**src/rtl/crypto_stream_ctrl_pkg.sv**
```systemverilog
// Shared definitions for the crypto stream sequencer: FSM state encoding
// and default operand widths.
package crypto_stream_ctrl_pkg;

  localparam int DATA_W_DEF = 8;
  localparam int ADDR_W_DEF = 8;

  typedef enum logic [2:0] {
    S_IDLE  = 3'd0,
    S_READ  = 3'd1,
    S_WAIT  = 3'd2,
    S_XFORM = 3'd3,
    S_WRITE = 3'd4,
    S_DONE  = 3'd5
  } state_t;

endpackage

```
**src/rtl/crypto_stream_ctrl.sv**
```systemverilog
// Streams len bytes from src through the external combinational crypto unit
// into dst, one byte every four cycles, with abort and synchronous reset.
module crypto_stream_ctrl
  import crypto_stream_ctrl_pkg::*;
#(
  parameter int DATA_W     = DATA_W_DEF,
  parameter int ADDR_W     = ADDR_W_DEF,
  parameter bit KEY_ROTATE = 1'b1
) (
  input  logic              clk,
  input  logic              reset,
  input  logic              start,
  input  logic              abort,
  input  logic [ADDR_W-1:0] src_addr,
  input  logic [ADDR_W-1:0] dst_addr,
  input  logic [ADDR_W-1:0] len,
  input  logic [DATA_W-1:0] key,
  output logic              busy,
  output logic              done,
  output logic              aborted,
  output logic              mem_rd_en,
  output logic [ADDR_W-1:0] mem_rd_addr,
  input  logic [DATA_W-1:0] mem_rd_data,
  output logic              mem_wr_en,
  output logic [ADDR_W-1:0] mem_wr_addr,
  output logic [DATA_W-1:0] mem_wr_data,
  output logic [DATA_W-1:0] crypto_in,
  output logic [DATA_W-1:0] crypto_key,
  input  logic [DATA_W-1:0] crypto_out
);

  state_t            state;
  logic [ADDR_W-1:0] src_ptr;
  logic [ADDR_W-1:0] dst_ptr;
  logic [ADDR_W-1:0] remaining;
  logic [DATA_W-1:0] key_reg;
  logic              abort_flag;

  // Outputs are registered from the next state, so each strobe lines up with
  // the state it belongs to; done/aborted trail the DONE state by one cycle.
  always_ff @(posedge clk) begin
    if (reset) begin
      state       <= S_IDLE;
      src_ptr     <= '0;
      dst_ptr     <= '0;
      remaining   <= '0;
      key_reg     <= '0;
      abort_flag  <= 1'b0;
      busy        <= 1'b0;
      done        <= 1'b0;
      aborted     <= 1'b0;
      mem_rd_en   <= 1'b0;
      mem_rd_addr <= '0;
      mem_wr_en   <= 1'b0;
      mem_wr_addr <= '0;
      mem_wr_data <= '0;
      crypto_in   <= '0;
      crypto_key  <= '0;
    end else begin
      mem_rd_en <= 1'b0;
      mem_wr_en <= 1'b0;
      done      <= 1'b0;
      aborted   <= 1'b0;

      case (state)
        S_IDLE: begin
          if (start && !abort) begin
            src_ptr    <= src_addr;
            dst_ptr    <= dst_addr;
            remaining  <= len;
            key_reg    <= key;
            abort_flag <= 1'b0;
            if (len == '0) begin
              state <= S_DONE;
              busy  <= 1'b0;
            end else begin
              state       <= S_READ;
              busy        <= 1'b1;
              mem_rd_en   <= 1'b1;
              mem_rd_addr <= src_addr;
            end
          end
        end

        S_READ: begin
          if (abort) begin
            state      <= S_DONE;
            busy       <= 1'b0;
            abort_flag <= 1'b1;
          end else begin
            state <= S_WAIT;
          end
        end

        // crypto_in doubles as the captured read data for the XFORM cycle.
        S_WAIT: begin
          if (abort) begin
            state      <= S_DONE;
            busy       <= 1'b0;
            abort_flag <= 1'b1;
          end else begin
            state      <= S_XFORM;
            crypto_in  <= mem_rd_data;
            crypto_key <= key_reg;
          end
        end

        S_XFORM: begin
          if (abort) begin
            state      <= S_DONE;
            busy       <= 1'b0;
            abort_flag <= 1'b1;
          end else begin
            state       <= S_WRITE;
            mem_wr_en   <= 1'b1;
            mem_wr_addr <= dst_ptr;
            mem_wr_data <= crypto_out;
          end
        end

        // The write strobed this cycle lands regardless of abort.
        S_WRITE: begin
          src_ptr   <= src_ptr + ADDR_W'(1);
          dst_ptr   <= dst_ptr + ADDR_W'(1);
          remaining <= remaining - ADDR_W'(1);
          if (KEY_ROTATE) begin
            key_reg <= {key_reg[DATA_W-2:0], key_reg[DATA_W-1]};
          end
          if (abort) begin
            state      <= S_DONE;
            busy       <= 1'b0;
            abort_flag <= 1'b1;
          end else if (remaining == ADDR_W'(1)) begin
            state <= S_DONE;
            busy  <= 1'b0;
          end else begin
            state       <= S_READ;
            mem_rd_en   <= 1'b1;
            mem_rd_addr <= src_ptr + ADDR_W'(1);
          end
        end

        S_DONE: begin
          state   <= S_IDLE;
          done    <= 1'b1;
          aborted <= abort_flag;
        end

        default: begin
          state <= S_IDLE;
          busy  <= 1'b0;
        end
      endcase
    end
  end

endmodule

```
**config.mk**
```make
export PLATFORM = sky130hd
export DESIGN_NAME = crypto_stream_ctrl
export DESIGN_NICKNAME = d
export VERILOG_FILES = /design/src/rtl/crypto_stream_ctrl_pkg.sv /design/src/rtl/crypto_stream_ctrl.sv
export SDC_FILE = /design/constraint.sdc
export NUM_CORES = 1
export LEC_CHECK = 0
export CORE_MARGIN = 8
export CORE_UTILIZATION = 43
export DETAILED_ROUTE_END_ITERATION = 7
export PLACE_DENSITY = 0.85
export SETUP_SLACK_MARGIN = 0.3
export SLEW_MARGIN = 20
export SYNTH_ARGS = -nofsm -noshare
export SYNTH_HDL_FRONTEND = slang
export SYNTH_SLANG_ARGS = --single-unit
```
**constraint.sdc**
```tcl
create_clock -name clk -period 1.9 [get_ports clk]
set_clock_uncertainty 0.05 [all_clocks]
set_input_delay 0.57 -clock clk [delete_from_list [all_inputs] [get_ports clk]]
set_output_delay 0.57 -clock clk [all_outputs]
set_load 0.01 [all_outputs]
```
==> impl_metrics.env, run 1 <==
export IMPL_dp_final_hpwl_um=7175
export IMPL_crit_fanout=8
export IMPL_final_layout_size_suffix_gt1_frac=0.2756
export IMPL_antenna_diode_count=0
export IMPL_final_period_minus_worst_setup_slack_ns=1.956
export IMPL_cts_hold_repair_buffers=0
export IMPL_worst_hold_path_type="flop to flop"
export IMPL_clk_pin_slew_ns=0.08
export IMPL_rsz0062_at_grt="yes"
export IMPL_max_cap_violations=0
export IMPL_global_route_overflow_total=0
export IMPL_layoutNonFillerInstCount=668
export IMPL_relSlewSlack=0.7639
export IMPL_pin_count=97
export IMPL_antenna_found_initial=0
export IMPL_static_leakage_power_nw=2.052
export IMPL_ys_ff_latch=81
export IMPL_pre_cts_slack_ns=-0.3797
export IMPL_pin_count_of_the_biggest_net_entering_global_routing=38
export IMPL_fin_total_pwr_mw=3.863
export IMPL_path_cells="inv_1 > ha_1 > nand2b_1 > o311a_4 > a21oi_4 > buf_6 > mux2i_1 > nor2_1"
export IMPL_worstPathRequired_ns=2.09
export IMPL_failed_checks="setup timing"
export IMPL_cpLargestDelayFamily="compound AO/OA/AOI/OAI gates"
export IMPL_tritoncts="built"
export IMPL_clock_latency_ns=0.34
export IMPL_syn_mean_instance_area_sq_um=8.067
export IMPL_synth_largest_type_area_fraction=0.4730
export IMPL_die_area_sq_um=11090
export IMPL_ir_worst_vdd_v=0.0004941
export IMPL_clk_path_buf_depth=2
export IMPL_routedWlPerCell_um=16.31
export IMPL_hold_viol_final=0
export IMPL_slew_violations=0
export IMPL_critPathCaptureType="flop"
export IMPL_timing_final_crit_share=1.029
export IMPL_yosys_warnings=0
export IMPL_timing_critical_path_arrival_ns=2.14
export IMPL_synth_seq_area_share=0.4730
export IMPL_ant_nets=0
export IMPL_total_wirelength_of_the_detailed_routed_design_um=10890
export IMPL_yosys_area_top_type="sky130_fd_sc_hd__dfxtp_1"
export IMPL_crit_type="flop to flop"
export IMPL_placed_cells_incl_taps=629
export IMPL_synthFlopType="sky130_fd_sc_hd__dfxtp_1"
export IMPL_postLayoutSetupSlackWorst_ns=-0.05557
export IMPL_vias=3665
export IMPL_grt_use_total=0.1812
export IMPL_start_util=0.4437
export IMPL_synth_cell_area_sq_um=3428
export IMPL_yosysUniqueCellTypes=44
export IMPL_yosys_top_cells_count="sky130_fd_sc_hd__nand2_1 (101), sky130_fd_sc_hd__dfxtp_1 (81), sky130_fd_sc_hd__a21oi_1 (64)"
export IMPL_synth_edf_count=0
export IMPL_num_rows=32
export IMPL_hold_slack_ns=0.4060
export IMPL_power_per_cell_area_nw_per_um2=716.6
export IMPL_grt_first_pass_wirelength_um=16970
export IMPL_detail_route_first_pass_iterations=5
export IMPL_drtIter0Drc=230
export IMPL_routability_driven_placement_congestion_ratio=0.8599
export IMPL_fmaxAchievable_mhz=511.4
export IMPL_syn_instance_count=425
export IMPL_clock_sinks=81
export IMPL_via_count_of_the_first_global_routing_pass=3666
export IMPL_outcome="finished with violations"
export IMPL_async_flop_share=0
export IMPL_cpPeakStageDelay_ns=0.39
export IMPL_synthToLayoutAreaGrowth_pct=57.23
export IMPL_slew_of_the_pin_with_the_lowest_slew_margin_ns=0.3453
export IMPL_drc=0
export IMPL_placeableCoreArea_sq_um=7727
export IMPL_portBuffers=96
export IMPL_detail_route_vias_per_cell=5.487
export IMPL_synth_area_top_cells="sky130_fd_sc_hd__dfxtp_1 (47%), sky130_fd_sc_hd__nand2_1 (11%), sky130_fd_sc_hd__a21oi_1 (9.3%)"
export IMPL_horizontal_extent_of_the_die_um=105.3
export IMPL_cts_buffers=9
export IMPL_cp_buffers_inverters=2
export IMPL_cts_root_buf="sky130_fd_sc_hd__clkbuf_8"
export IMPL_mappedNetlistNets=481
export IMPL_post_synth_top_count_cell="sky130_fd_sc_hd__nand2_1"
export IMPL_type_of_element_launching_the_critical_path="flop"
export IMPL_ctsHtreeMaxLevel=3
export IMPL_final_net_count=617
export IMPL_dieHeight_um=105.3
export IMPL_slowest_stage="sky130_fd_sc_hd__o311a_4"
export IMPL_setup_violations_final=6
-- stage by stage --
step	area (sq um)	util	setup TNS, ns
2_1_floorplan	3541	-	-0.2050
3_3_place_gp	4775	0.6179	-13.10
3_5_place_dp	4775	0.6179	-15.79
4_1_cts	5207	0.6739	-0.02071
5_1_grt	5390	0.6975	-0.7674
6_report	5390	0.6975	-0.1897
-- worst min-delay path, delay by kind of cell (launching register included) --
family,cells,cell delay (ns)
compound gates,1,0.05
simple gates,1,0.05
flops,1,0.31
-- path summary, 6_finish.rpt --
check	to	depth (start not counted)	startpoint	slack, ns
max	mem_rd_addr[3]	8	remaining[1]	-0.06
max reg2reg	mem_rd_addr[3]	8	remaining[1]	-0.06
min	crypto_key[1]	2	crypto_key[1]	0.41
min reg2reg	crypto_key[1]	2	crypto_key[1]	0.41
-- layer usage --
metal | share of wire | global-route usage | up-vias | routed length (um)
met2 | 0.48 | 0.3035 | 173 | 5216
met1 | 0.40 | 0.2026 | 1693 | 4409
met3 | 0.083 | 0.06456 | 44 | 907
met4 | 0.033 | 0.08053 | 0 | 359
li1 | - | - | 1755 | -
met5 | 0 | 0 | - | 0
-- power by group --
group / total, mW / switching (mW) / leakage (nW) / internal [mW]
registers: 1.85 / 0.0747 / 0.661 / 1.77
clock network: 1.25 / 0.611 / 0.0953 / 0.639
logic: 0.765 / 0.359 / 1.30 / 0.406
-- logic make-up (layout without fill, tap and decap cells) --
| kind of cell | after synthesis | count (layout) | share of synthesized area |
|---|---|---|---|
| DFF | 81 | 81 | 0.4730 |
| adders and majority gates | 4 | 4 | 0.01460 |
| xor gates and xnor gates | 6 | 6 | 0.01533 |
| AOI/OAI and AO/OA | 107 | 107 | 0.1938 |
| buffers and inverters | 36 | 177 | 0.04270 |
| muxes | 6 | 6 | 0.01752 |
| and+or+nand+nor | 185 | 185 | 0.2431 |
-- cells in the final DEF, fill, tap and decap left out, types with 4 or more instances in the layout --
| cell | netlist | routed |
|---|---|---|
| sky130_fd_sc_hd__buf_4 | 0 | 37 |
| sky130_fd_sc_hd__a211oi_1 | 6 | 5 |
| sky130_fd_sc_hd__nand3_1 | 13 | 7 |
| sky130_fd_sc_hd__nor3_4 | 0 | 5 |
| sky130_fd_sc_hd__ha_1 | 4 | 4 |
| sky130_fd_sc_hd__o31ai_1 | 4 | 4 |
| sky130_fd_sc_hd__clkbuf_2 | 0 | 18 |
| sky130_fd_sc_hd__buf_6 | 1 | 13 |
| sky130_fd_sc_hd__clkbuf_8 | 0 | 10 |
| sky130_fd_sc_hd__nor2_1 | 30 | 24 |
| sky130_fd_sc_hd__dfxtp_2 | 0 | 5 |
| sky130_fd_sc_hd__inv_1 | 6 | 6 |
| sky130_fd_sc_hd__a22oi_2 | 0 | 8 |
| sky130_fd_sc_hd__nand3_2 | 0 | 5 |
| sky130_fd_sc_hd__nand2_1 | 101 | 96 |
| sky130_fd_sc_hd__nand3b_1 | 5 | 5 |
| sky130_fd_sc_hd__xnor2_1 | 4 | 4 |
| sky130_fd_sc_hd__clkdlybuf4s50_1 | 0 | 40 |
| sky130_fd_sc_hd__dlygate4sd2_1 | 0 | 12 |
| sky130_fd_sc_hd__mux2i_1 | 6 | 6 |
| sky130_fd_sc_hd__a21oi_1 | 64 | 61 |
| sky130_fd_sc_hd__dfxtp_1 | 81 | 74 |
| sky130_fd_sc_hd__buf_12 | 0 | 7 |
| sky130_fd_sc_hd__clkdlybuf4s15_1 | 0 | 25 |
-- final cells by class --
class	count	area (sq um)
Tap cell	102	127.6
Clock inverter	5	55.05
Clock buffer	11	141.4
Fill cell	564	2337
Sequential cell	81	1635
Inverter	6	22.52
Timing Repair Buffer	155	1445
Multi-Input combinational cell	308	1963
-- timing repair --
item | 4_1_cts | 5_1_grt
setup endpoints to repair | 121 | 80
pin swaps | 28 | 38
hold endpoints to repair | 0 | 0
setup buffers | 14 | 9
resized for setup | 111 | 94
Note: power is estimated with default switching activity, not from simulation.
==> run 2, diff against run 1 <==
--- a/config.mk
+++ b/config.mk
@@ -10,6 +10,7 @@
 export DETAILED_ROUTE_END_ITERATION = 7
 export PLACE_DENSITY = 0.85
 export SETUP_SLACK_MARGIN = 0.3
+export SKIP_LAST_GASP = 1
 export SLEW_MARGIN = 20
 export SYNTH_ARGS = -nofsm -noshare
 export SYNTH_HDL_FRONTEND = slang
==> run 2 against run 1 <==
Effect of this change:
- the flow still finishes with violations (setup timing)
- setup slack worse by 0.0016 ns
- critical path depth did not move
- count of clock-buffer cells in the layout did not move
- utilization is 0.87 points lower
- hold slack hardly changed
- final area down 1.3%
==> impl_metrics.env, run 2 (same netlist as run 1, synthesis figures left out) <==
export IMPL_fmaxAchievable_mhz=510.9
export IMPL_crit_type="flop to flop"
export IMPL_clk_path_buf_depth=2
export IMPL_routedWlPerCell_um=16.27
export IMPL_power_per_cell_area_nw_per_um2=721.9
export IMPL_tritoncts="built"
export IMPL_setup_violations_final=6
export IMPL_portBuffers=96
export IMPL_postLayoutSetupSlackWorst_ns=-0.05715
export IMPL_ir_worst_vdd_v=0.0004902
export IMPL_timing_hold_worst_endpoint="crypto_key[1]"
export IMPL_cts_root_buf="sky130_fd_sc_hd__clkbuf_8"
export IMPL_switching_power_mw=1.033
export IMPL_cts_buffers=9
export IMPL_antenna_diode_count=0
export IMPL_slew_violations=0
export IMPL_pwr_share_clk=0.324
export IMPL_final_layout_size_suffix_gt1_frac=0.2553
export IMPL_grt_first_pass_wirelength_um=16830
export IMPL_worstHoldPathCells=2
export IMPL_drc=0
export IMPL_relSlewSlack=0.7886
export IMPL_pin_count=97
export IMPL_r2r_end="mem_rd_addr[3]"
export IMPL_static_leakage_power_nw=2.035
export IMPL_worstPathRequired_ns=2.09
export IMPL_start_util=0.4437
export IMPL_power_frac_seq=0.480
export IMPL_rsz0062_at_grt="yes"
export IMPL_post_dp_cell_area_sq_um=4775
export IMPL_setup_total_negative_slack_ns=-0.1965
export IMPL_pin_count_of_the_biggest_net_entering_global_routing=38
export IMPL_final_net_count=615
export IMPL_worstRegToRegCells=8
export IMPL_critPathCaptureType="flop"
export IMPL_drtIter0Drc=206
export IMPL_routability_driven_placement_congestion_ratio=0.8599
export IMPL_dp_final_hpwl_um=7175
export IMPL_timing_critical_path_arrival_ns=2.14
export IMPL_combinationalPowerShare=0.195
export IMPL_setup_reg_to_reg_worst_slack_ns=-0.06
export IMPL_internal_power_mw=2.810
export IMPL_globalRouteMet1Util=0.2005
export IMPL_layoutNonFillerInstCount=666
export IMPL_synthToLayoutAreaGrowth_pct=55.26
export IMPL_grt_util_met3=0.06456
export IMPL_detail_route_first_pass_iterations=4
export IMPL_slew_of_the_pin_with_the_lowest_slew_margin_ns=0.3090
export IMPL_cp_buffers_inverters=2
export IMPL_switching_share=0.2688
export IMPL_startpoint_of_the_worst_hold_path="crypto_key[1]"
export IMPL_total_wirelength_of_the_detailed_routed_design_um=10840
export IMPL_clock_sinks=81
export IMPL_hold_viol_final=0
export IMPL_detail_route_vias_per_cell=5.494
export IMPL_clock_latency_ns=0.34
export IMPL_layout_commonest_cell="sky130_fd_sc_hd__nand2_1"
export IMPL_placeableCoreArea_sq_um=7727
export IMPL_gr_max_usage_layer="met2"
export IMPL_cpPeakStageDelay_ns=0.40
export IMPL_layout_core_utilization=0.6888
export IMPL_max_cap_violations=0
export IMPL_worst_hold_path_type="flop to flop"
export IMPL_final_cell_area_sq_um=5323
export IMPL_horizontal_extent_of_the_die_um=105.3
export IMPL_clk_pin_slew_ns=0.08
export IMPL_pre_cts_slack_ns=-0.3797
export IMPL_met2_usage=0.3008
export IMPL_cts_hold_repair_buffers=0
export IMPL_placed_cells_incl_taps=629
export IMPL_ctsHtreeMaxLevel=3
export IMPL_outcome="finished with violations"
export IMPL_cpLargestDelayFamily="compound AO/OA/AOI/OAI gates"
export IMPL_layout_cells_most_common_list="sky130_fd_sc_hd__nand2_1 (97), sky130_fd_sc_hd__dfxtp_1 (76), sky130_fd_sc_hd__a21oi_1 (63), sky130_fd_sc_hd__clkdlybuf4s50_1 (40), sky130_fd_sc_hd__buf_4 (37)"
export IMPL_timing_final_crit_share=1.030
export IMPL_num_rows=32
export IMPL_failed_checks="setup timing"
export IMPL_grt_use_total=0.1795
export IMPL_ant_nets=0
export IMPL_via_count_of_the_first_global_routing_pass=3639
export IMPL_die_area_sq_um=11090
export IMPL_path_cells="inv_1 > ha_1 > nand2b_1 > o311a_4 > a21oi_4 > buf_6 > mux2i_1 > nor2_1"
export IMPL_type_of_element_launching_the_critical_path="flop"
export IMPL_worst_r2r_startpoint="remaining[1]"
export IMPL_antenna_found_initial=0
export IMPL_final_period_minus_worst_setup_slack_ns=1.957
export IMPL_global_route_overflow_total=0
export IMPL_slowest_stage="sky130_fd_sc_hd__o311a_4"
export IMPL_crit_fanout=8
export IMPL_vias=3659
export IMPL_dieHeight_um=105.3
==> run 2: cell types whose count changed in the layout (fill, tap and decap cells not counted), sizes merged <==
| cell | delta |
|---|---|
| buf | -2 |
==> run 2: repair_timing <==
action | in CTS | in global routing
setup endpoints to repair | 121 | 80
pin swaps | 13 | 32
setup buffers | 14 | 7
resized for setup | 100 | 92
==> run 2: metal layers <==
layer / wire length (um) / up-vias
met5: 0 / -
met4: 304 / 0
met3: 930 / 33
met2: 5277 / 163
met1: 4326 / 1714
li1: - / 1749
==> run 2: cell type report <==
class,instances,area [sq um]
timing repair buffer,153,1426
sequential,81,1633
tap,102,127.6
inverter,6,22.52
multi-input combinational,308,1917
fill,570,2405
clock buffer,11,141.4
clock inverter,5,55.05
==> run 2: worst max-delay path by stage <==
stage,startpoint,endpoint,slack (ns),cells past startpoint
floorplan,remaining[3],mem_rd_addr[2],-0.07,7
global placement,len[4],mem_rd_addr[2],-0.32,7
detailed placement,len[4],mem_rd_addr[2],-0.38,7
CTS,remaining[5],mem_rd_addr[2],-0.01,6
global route,remaining[1],mem_rd_addr[5],-0.12,8
finish,remaining[1],mem_rd_addr[3],-0.06,8
==> run 2: power by group through the flow <==
stage / registers, mW / clock network (mW) / logic (mW)
after floorplan: 1.87 / 0 / 0.314
after global placement: 1.87 / 0 / 0.567
after detailed placement: 1.88 / 0 / 0.584
after CTS: 1.84 / 1.27 / 0.648
after global routing: 1.86 / 1.36 / 0.801
final: 1.85 / 1.25 / 0.750
==> run 2: worst reg2reg max path, cell delays in order (launching register included) <==
cell and delay, ns:
sky130_fd_sc_hd__dfxtp_1 0.35, sky130_fd_sc_hd__inv_1 0.18, sky130_fd_sc_hd__ha_1 0.19, sky130_fd_sc_hd__nand2b_1 0.11, sky130_fd_sc_hd__o311a_4 0.40, sky130_fd_sc_hd__a21oi_4 0.16
sky130_fd_sc_hd__buf_6 0.16, sky130_fd_sc_hd__mux2i_1 0.19, sky130_fd_sc_hd__nor2_1 0.06
==> run 2: per-stage QoR <==
| step | hold WS, ns | power [mW] |
|---|---|---|
| 4_1_cts | 0.4061 | 3.756 |
| 3_5_place_dp | 0.3974 | 2.461 |
| 6_report | 0.4061 | 3.843 |
| 5_1_grt | 0.4199 | 4.019 |
| 3_3_place_gp | 0.3907 | 2.439 |
| 2_1_floorplan | 0.3841 | 2.183 |
